<file path="config.mk">
export PLATFORM = sky130hd
export DESIGN_NAME = gobang_move_ctrl_flat
export DESIGN_NICKNAME = d
export VERILOG_FILES = /design/src/rtl/gobang_move_ctrl_if.sv /design/src/rtl/gobang_move_ctrl.sv /design/src/flat_wrapper.sv
export SDC_FILE = /design/constraint.sdc
export NUM_CORES = 1
export LEC_CHECK = 0
export CAP_MARGIN = 15
export CORE_ASPECT_RATIO = 1.4
export CORE_MARGIN = 1.5
export CORE_UTILIZATION = 35
export DETAILED_ROUTE_END_ITERATION = 8
export HOLD_SLACK_MARGIN = 0.08
export PLACE_DENSITY_LB_ADDON = 0.25
export SYNTH_ARGS = -nofsm -noshare
export SYNTH_HDL_FRONTEND = slang
export SYNTH_SLANG_ARGS = --single-unit
</file>
<file path="constraint.sdc">
create_clock -name clk -period 11.2 [get_ports clk]
set_input_delay 1.12 -clock clk [delete_from_list [all_inputs] [get_ports clk]]
set_output_delay 1.12 -clock clk [all_outputs]
set_load 0.03 [all_outputs]
</file>
<file path="src/rtl/gobang_move_ctrl_if.sv">
// Button pulses in, board/cursor/game-status outputs back out for the gobang sequencer.
// master drives the buttons (board front-end or bench); slave is the sequencer itself.
interface gobang_move_ctrl_if #(
  parameter int BOARD_N = 15
);
  localparam int NCELL = BOARD_N * BOARD_N;
  localparam int CW    = $clog2(BOARD_N);

  // Buttons are single-cycle pulses with no handshake: a pulse is acted on only if the
  // sequencer is able to take it that cycle (IDLE), otherwise it is dropped, never queued.
  // btn_restart is the exception and is taken in every state.
  logic             btn_up;
  logic             btn_down;
  logic             btn_left;
  logic             btn_right;
  logic             btn_place;
  logic             btn_restart;
  logic [NCELL-1:0] display_black;
  logic [NCELL-1:0] display_white;
  logic [CW-1:0]    choose_row;
  logic [CW-1:0]    choose_col;
  logic [1:0]       who_win;
  logic             turn;
  logic             busy;
  logic [1:0]       dbg_state;

  modport master (
    output btn_up, btn_down, btn_left, btn_right, btn_place, btn_restart,
    input  display_black, display_white, choose_row, choose_col, who_win, turn, busy,
           dbg_state
  );

  modport slave (
    input  btn_up, btn_down, btn_left, btn_right, btn_place, btn_restart,
    output display_black, display_white, choose_row, choose_col, who_win, turn, busy,
           dbg_state
  );
endinterface

</file>
<file path="src/rtl/gobang_move_ctrl.sv">
// Gobang game sequencer: cursor movement, alternating stone placement and a one-probe-per-cycle
// five-in-a-row scan around the newly placed stone. All outputs come straight from registers.
module gobang_move_ctrl #(
  parameter int BOARD_N     = 15,
  parameter int WIN_LEN     = 5,
  parameter int CURSOR_WRAP = 1
) (
  input logic             clk,
  input logic             rst,
  gobang_move_ctrl_if.slave bus
);
  localparam int NCELL = BOARD_N * BOARD_N;
  localparam int CW    = $clog2(BOARD_N);
  localparam int IW    = $clog2(NCELL);
  localparam int KW    = $clog2(WIN_LEN + 1);
  localparam int SW    = CW + 2;
  localparam logic [CW-1:0]        MID   = CW'(BOARD_N / 2);
  localparam logic [CW-1:0]        LAST  = CW'(BOARD_N - 1);
  localparam logic signed [SW-1:0] N_S   = SW'(BOARD_N);
  localparam logic [KW-1:0]        K_MAX = KW'(WIN_LEN - 1);

  typedef enum logic [1:0] {IDLE, PLACE, SCAN, DONE} state_t;

  state_t           state, state_next;
  logic [NCELL-1:0] black, white, mover;
  logic [CW-1:0]    row, col, pr, pc;
  logic [1:0]       who_win, d;
  logic             turn, busy, side;
  logic [KW-1:0]    k, count;

  logic signed [SW-1:0] step, probe_r, probe_c;
  logic [IW-1:0]        probe_idx, cursor_idx, place_idx;
  logic                 in_range, hit, win, side_end, last_side, occupied, full;

  // Probe datapath; side=1 is the minus side, so the step is negated rather than the delta.
  always_comb begin
    step    = side ? -SW'(k) : SW'(k);
    probe_r = (d == 2'd0) ? SW'(pr) : SW'(pr) + step;
    case (d)
      2'd1:    probe_c = SW'(pc);
      2'd3:    probe_c = SW'(pc) - step;
      default: probe_c = SW'(pc) + step;
    endcase
    in_range   = !probe_r[SW-1] && (probe_r < N_S) && !probe_c[SW-1] && (probe_c < N_S);
    // Off-board probes never form an index, so edge stones cannot alias into the next row.
    probe_idx  = in_range ? IW'(probe_r[CW-1:0]) * IW'(BOARD_N) + IW'(probe_c[CW-1:0]) : '0;
    mover      = turn ? white : black;
    hit        = in_range && mover[probe_idx];
    win        = hit && (count == K_MAX);
    side_end   = !hit || (k == K_MAX);
    last_side  = side_end && side && (d == 2'd3);
    cursor_idx = IW'(row) * IW'(BOARD_N) + IW'(col);
    place_idx  = IW'(pr) * IW'(BOARD_N) + IW'(pc);
    occupied   = black[cursor_idx] | white[cursor_idx];
    full       = &(black | white);
  end

  always_comb begin
    state_next = state;
    case (state)
      IDLE:    if (bus.btn_place && !occupied) state_next = PLACE;
      PLACE:   state_next = SCAN;
      SCAN: begin
        if (win)            state_next = DONE;
        else if (last_side) state_next = full ? DONE : IDLE;
      end
      default: state_next = DONE;
    endcase
    if (bus.btn_restart) state_next = IDLE;
  end

  always_ff @(posedge clk or negedge rst) begin
    if (!rst) state <= IDLE;
    else      state <= state_next;
  end

  always_ff @(posedge clk or negedge rst) begin
    if (!rst) begin
      black <= '0; white <= '0; row <= MID; col <= MID; who_win <= 2'd0; turn <= 1'b0;
      busy <= 1'b0; pr <= '0; pc <= '0; d <= 2'd0; side <= 1'b0; k <= KW'(1); count <= KW'(1);
    end else if (bus.btn_restart) begin
      black <= '0; white <= '0; row <= MID; col <= MID; who_win <= 2'd0; turn <= 1'b0;
      busy <= 1'b0; pr <= '0; pc <= '0; d <= 2'd0; side <= 1'b0; k <= KW'(1); count <= KW'(1);
    end else begin
      busy <= (state_next == PLACE) || (state_next == SCAN);
      case (state)
        IDLE: begin
          // A place pulse takes priority even when the cell is occupied and ignored.
          if (bus.btn_place) begin
            if (!occupied) begin
              pr <= row;
              pc <= col;
            end
          end else if (bus.btn_up) begin
            if (row == '0) row <= (CURSOR_WRAP != 0) ? LAST : '0;
            else           row <= row - CW'(1);
          end else if (bus.btn_down) begin
            if (row == LAST) row <= (CURSOR_WRAP != 0) ? '0 : LAST;
            else             row <= row + CW'(1);
          end else if (bus.btn_left) begin
            if (col == '0) col <= (CURSOR_WRAP != 0) ? LAST : '0;
            else           col <= col - CW'(1);
          end else if (bus.btn_right) begin
            if (col == LAST) col <= (CURSOR_WRAP != 0) ? '0 : LAST;
            else             col <= col + CW'(1);
          end
        end
        PLACE: begin
          if (turn) white[place_idx] <= 1'b1;
          else      black[place_idx] <= 1'b1;
          d     <= 2'd0;
          side  <= 1'b0;
          k     <= KW'(1);
          count <= KW'(1);
        end
        SCAN: begin
          if (hit) count <= count + KW'(1);
          if (win) who_win <= turn ? 2'd2 : 2'd1;
          if (side_end) begin
            k <= KW'(1);
            if (side) begin
              side  <= 1'b0;
              d     <= d + 2'd1;
              count <= KW'(1);
            end else begin
              side <= 1'b1;
            end
          end else begin
            k <= k + KW'(1);
          end
          if (last_side && !win) begin
            if (full) who_win <= 2'd3;
            else      turn    <= ~turn;
          end
        end
        default: ;
      endcase
    end
  end

  assign bus.display_black = black;
  assign bus.display_white = white;
  assign bus.choose_row    = row;
  assign bus.choose_col    = col;
  assign bus.who_win       = who_win;
  assign bus.turn          = turn;
  assign bus.busy          = busy;
  assign bus.dbg_state     = state;
endmodule
</file>
<file path="src/flat_wrapper.sv">
// flat-port wrapper written by rule: the top's interface ports become plain ports
module gobang_move_ctrl_flat 
#(
  parameter int BOARD_N     = 15,
  parameter int WIN_LEN     = 5,
  parameter int CURSOR_WRAP = 1
)
  (clk, rst, bus_btn_up, bus_btn_down, bus_btn_left, bus_btn_right, bus_btn_place, bus_btn_restart, bus_display_black, bus_display_white, bus_choose_row, bus_choose_col, bus_who_win, bus_turn, bus_busy, bus_dbg_state);
  gobang_move_ctrl_if #(.BOARD_N(BOARD_N)) bus_i ();
  input logic clk;
  input logic rst;
  input wire logic [$bits(bus_i.btn_up)-1:0] bus_btn_up;
  input wire logic [$bits(bus_i.btn_down)-1:0] bus_btn_down;
  input wire logic [$bits(bus_i.btn_left)-1:0] bus_btn_left;
  input wire logic [$bits(bus_i.btn_right)-1:0] bus_btn_right;
  input wire logic [$bits(bus_i.btn_place)-1:0] bus_btn_place;
  input wire logic [$bits(bus_i.btn_restart)-1:0] bus_btn_restart;
  output wire logic [$bits(bus_i.display_black)-1:0] bus_display_black;
  output wire logic [$bits(bus_i.display_white)-1:0] bus_display_white;
  output wire logic [$bits(bus_i.choose_row)-1:0] bus_choose_row;
  output wire logic [$bits(bus_i.choose_col)-1:0] bus_choose_col;
  output wire logic [$bits(bus_i.who_win)-1:0] bus_who_win;
  output wire logic [$bits(bus_i.turn)-1:0] bus_turn;
  output wire logic [$bits(bus_i.busy)-1:0] bus_busy;
  output wire logic [$bits(bus_i.dbg_state)-1:0] bus_dbg_state;
  assign bus_i.btn_up = bus_btn_up;
  assign bus_i.btn_down = bus_btn_down;
  assign bus_i.btn_left = bus_btn_left;
  assign bus_i.btn_right = bus_btn_right;
  assign bus_i.btn_place = bus_btn_place;
  assign bus_i.btn_restart = bus_btn_restart;
  assign bus_display_black = bus_i.display_black;
  assign bus_display_white = bus_i.display_white;
  assign bus_choose_row = bus_i.choose_row;
  assign bus_choose_col = bus_i.choose_col;
  assign bus_who_win = bus_i.who_win;
  assign bus_turn = bus_i.turn;
  assign bus_busy = bus_i.busy;
  assign bus_dbg_state = bus_i.dbg_state;
  gobang_move_ctrl #(.BOARD_N(BOARD_N), .WIN_LEN(WIN_LEN), .CURSOR_WRAP(CURSOR_WRAP)) u_core (.clk(clk), .rst(rst), .bus(bus_i));
endmodule
</file>
==> reports/results.tsv <==
stage	metric	value	unit
detailed_routing	First-pass DRT Iterations	5	
cts	Longest Clk Path Bufs	3	
cts	CTS Buf Count	49	
outcome	status	completed	
cts	CTS root buffer	clkbuf_16	
synthesis	Post-Syn Nets	3100	
synthesis	Synthesis Warnings	0	
sta	headroom to the max-slew limit	9.59	%
cts	clk slew on worst S/H paths	0.07	ns
cts	PostCTS Resize Cnt	0	
global_route	GRT overflow	0	
synthesis	Gate Count Post-Synth	2989	
finish	share of post-route cells with drive strength above 1	10.2	%
placed_design	port bufs	471	
sta	final setup TNS	0	ns
worst_setup_path	WS Path Type	flip-flop to flip-flop	
sta	clock skew	0.0191	ns
floorplanning	die footprint	0.0811	mm²
worst_setup_path	Critical-path top delay cell	fa_1	
pwr	Leak	0.0143	µW
floorplanning	starting density of the core	35.2	%
cts	CTS tree	yes	
detailed_routing	WL met2	68900	µm
placed_design	routability cong.	1.06	
detailed_routing	ANT nets after route	0	
global_route	gr usage total	36.5	%
detailed_routing	DR top layer	met5	
detailed_routing	via/cell ratio	6.18	
sta	Fin. Hold Viols	0	
sta	Max Fclk	117	MHz
global_route	global-route wire length before repair	208000	µm
worst_setup_path	CP delay by family, top	adder cells	
synthesis	Seq cells post-synth	481	
detailed_routing	final WL	149000	µm
global_route	number of global-route vias before repair	26400	
detailed_routing	routed len/inst	33.5	µm
worst_setup_path	Bufs and invs on worst path	5	
placed_design	worst slack at placement	2.88	ns
worst_setup_path	CP startpoint kind	flip-flop	
synthesis	Post-synth EDFFs	0	
detailed_routing	Vias	27600	
detailed_routing	met3 wire len	13500	µm
cts	Sinks on Clock Net	481	
synthesis	Post-synth ARST share	100	%
detailed_routing	Metal-1 WL	54100	µm
synthesis	register area share after synthesis	43.3	%
sta	Final period util	76.3	%
worst_setup_path	crit path max fanout	11	
finish	commonest non-fill, non-tap cells in the layout	733 x nor2_1, 533 x a21oi_1, 472 x dfrtp_1	
global_route	antenna violations before repair	9	
finish	P&R area growth vs syn	27.3	%
synthesis	leading area contributor after synthesis	dfrtp_1	
sta	max-slew violation count	0	
sta	Tmin final	8.55	ns
synthesis	Synth cell types	85	
cts	worst-skew pair later-pin latency	0.63	ns
pwr	PwrDens	311	mW/mm²
sta	fin worst setup slack	2.65	ns
finish	final core utilization	44.8	%
cts	Hold Buf Count CTS	0	
global_route	largest net degree at the start of global routing	205	
floorplanning	FP Rows	122	
finish	nets	3478	
synthesis	mapped cell area	0.0278	mm²
sta	worst-margin pin slew	1.36	ns
floorplanning	Die X	241	µm
floorplanning	Core Region	0.0789	mm²
sta	final setup violation count	0	
sta	RSZ-0062 raised after global routing	no	
synthesis	ys flop type	dfrtp_1	
detailed_routing	Initial DRC Count	3492	
synthesis	Synth area leaders	dfrtp_1 43%, mux4_2 10%, nor2_1 10%	
detailed_routing	residual DRC count	0	
worst_setup_path	slowest cell delay on critical path	0.87	ns
worst_setup_path	CP arrival	9.07	ns
cts	Post CTS Setup Buffer Count	0	
floorplanning	Boundary Pins	472	
floorplanning	die height	336	µm
worst_setup_path	crit end category	flip-flop	
worst_setup_path	most used cell, CP	inv_1	
placed_design	Post-DP HPWL	112000	µm
hold_path	HP Class	input pin to asynchronous set/reset pin	
finish	commonest non-fill, non-tap cell in the layout	nor2_1	
flow_run	Max Cap Viol	0	
worst_setup_path	Req. time, crit path	11.72	ns
cts	htree depth	2	
pwr	Max VDD drop	377	µV
synthesis	Yosys top cell area share	42.6	%
synthesis	synthesized area per cell	9.30	µm²
-- worst paths after layout --
path,slack (ns),depth (start not counted),start,endpoint
setup / recovery,2.65,27,u_core.k[0]$_DFFE_PN1P_,u_core.bus.turn$_DFFE_PN0P_
hold / removal,0.47,1,rst,u_core.bus.choose_row[3]$_DFFE_PN0P_
setup reg to reg,2.65,27,u_core.k[0]$_DFFE_PN1P_,u_core.bus.turn$_DFFE_PN0P_
hold reg to reg,0.51,2,u_core.count[0]$_DFFE_PN1P_,u_core.count[0]$_DFFE_PN1P_
max in group asynchronous,8.53,3,rst,u_core.bus.display_black[210]$_DFFE_PN0P_
min in group clk,0.51,2,u_core.count[0]$_DFFE_PN1P_,u_core.count[0]$_DFFE_PN1P_
-- worst register-to-register path: stages (launching register included) --
cell	delay, ns
dfstp_2	0.65
inv_1	0.10
ha_1	0.28
ha_1	0.34
nand2_1	0.07
o21ai_0	0.16
ha_1	0.40
xnor2_1	0.14
o21ai_0	0.42
inv_1	0.24
fa_1	0.53
inv_1	0.08
fa_1	0.57
inv_1	0.06
fa_1	0.87
inv_1	0.34
nor2_1	0.61
o21ai_0	0.18
a21oi_1	0.17
o32a_1	0.15
o22ai_1	0.08
a31o_2	0.30
a31oi_1	0.22
a32o_1	0.37
o41ai_2	0.12
nor3b_1	0.36
nor3b_1	0.28
mux2_1	0.34
-- sequential cells by signal (all words and copies together), names as in the netlist --
| register | count |
|---|---|
| u_core.bus.dbg_state | 2 |
| u_core.pc | 4 |
| u_core.bus.who_win | 2 |
| u_core.side | 1 |
| u_core.count | 3 |
| u_core.bus.display_black | 225 |
| u_core.pr | 4 |
| u_core.bus.choose_col | 4 |
| u_core.k | 3 |
| u_core.bus.choose_row | 4 |
| u_core.bus.busy | 1 |
| u_core.bus.display_white | 225 |
| u_core.bus.turn | 1 |
| u_core.d | 2 |
-- logic make-up (layout without fill, tap and decap cells) --
kind of cell / Yosys count / after routing / share of synthesized area [%]
muxes: 213 / 213 / 13.4
AOI/OAI and AO/OA: 801 / 801 / 16.5
xor gates and xnor gates: 30 / 30 / 0.995
other: 0 / 4 / 0
adders and majority gates: 103 / 103 / 5.26
DFF: 481 / 481 / 43.3
buffers and inverters: 280 / 697 / 3.92
and+or+nand+nor: 1081 / 1081 / 16.6
-- stage by stage --
| stage | total power, µW | hold WS, ns | std cells | area [µm²] |
|---|---|---|---|---|
| after floorplan | 6150 | 0.473 | 2989 | 27800 |
| final | 11000 | 0.473 | 4464 | 35400 |
| after detailed placement | 8980 | 0.501 | 4368 | 33700 |
| after global placement | 8970 | 0.499 | 4368 | 33700 |
| after CTS | 10800 | 0.506 | 4458 | 35400 |
| after global routing | 11300 | 0.526 | 4461 | 35400 |
-- metal layers --
metal  global-route usage, %  vias to the layer above
met1                    44.2                    13900
met4                    26.1                        8
met5                       0                        -
met3                    7.97                      497
met2                    57.3                     1744
li1                        -                    11500
-- report_power, final --
| part | internal (µW) | switching [µW] |
|---|---|---|
| registers | 1770 | 70.4 |
| logic | 2050 | 5360 |
| clock network | 1000 | 759 |
-- final cells by class --
cell class              count  area [µm²]
fillers                  7739       43500
multi-input cells        2228       14800
flip-flops and latches    481       12100
repair buffers            533        5220
clock buffers              71        1380
well taps                1054        1320
clock inverters            19         292
inverters                  74         278
diodes                      4        10.0
-- synth_stat cells, drive strengths merged, types with 12 or more instances --
library cell	instances
fa	23
nand3	41
ha	80
inv	71
a211oi	40
mux2i	66
nor3	66
nor4	50
mux2	22
mux4	125
nand4	15
a21oi	533
nand2	87
buf	35
dfrtp	473
o211ai	12
o22ai	33
nand2b	16
nor2b	15
nor2	753
clkbuf	171
o21ai	71
xnor2	22
No activity file was read; power rests on OpenSTA's default activity.
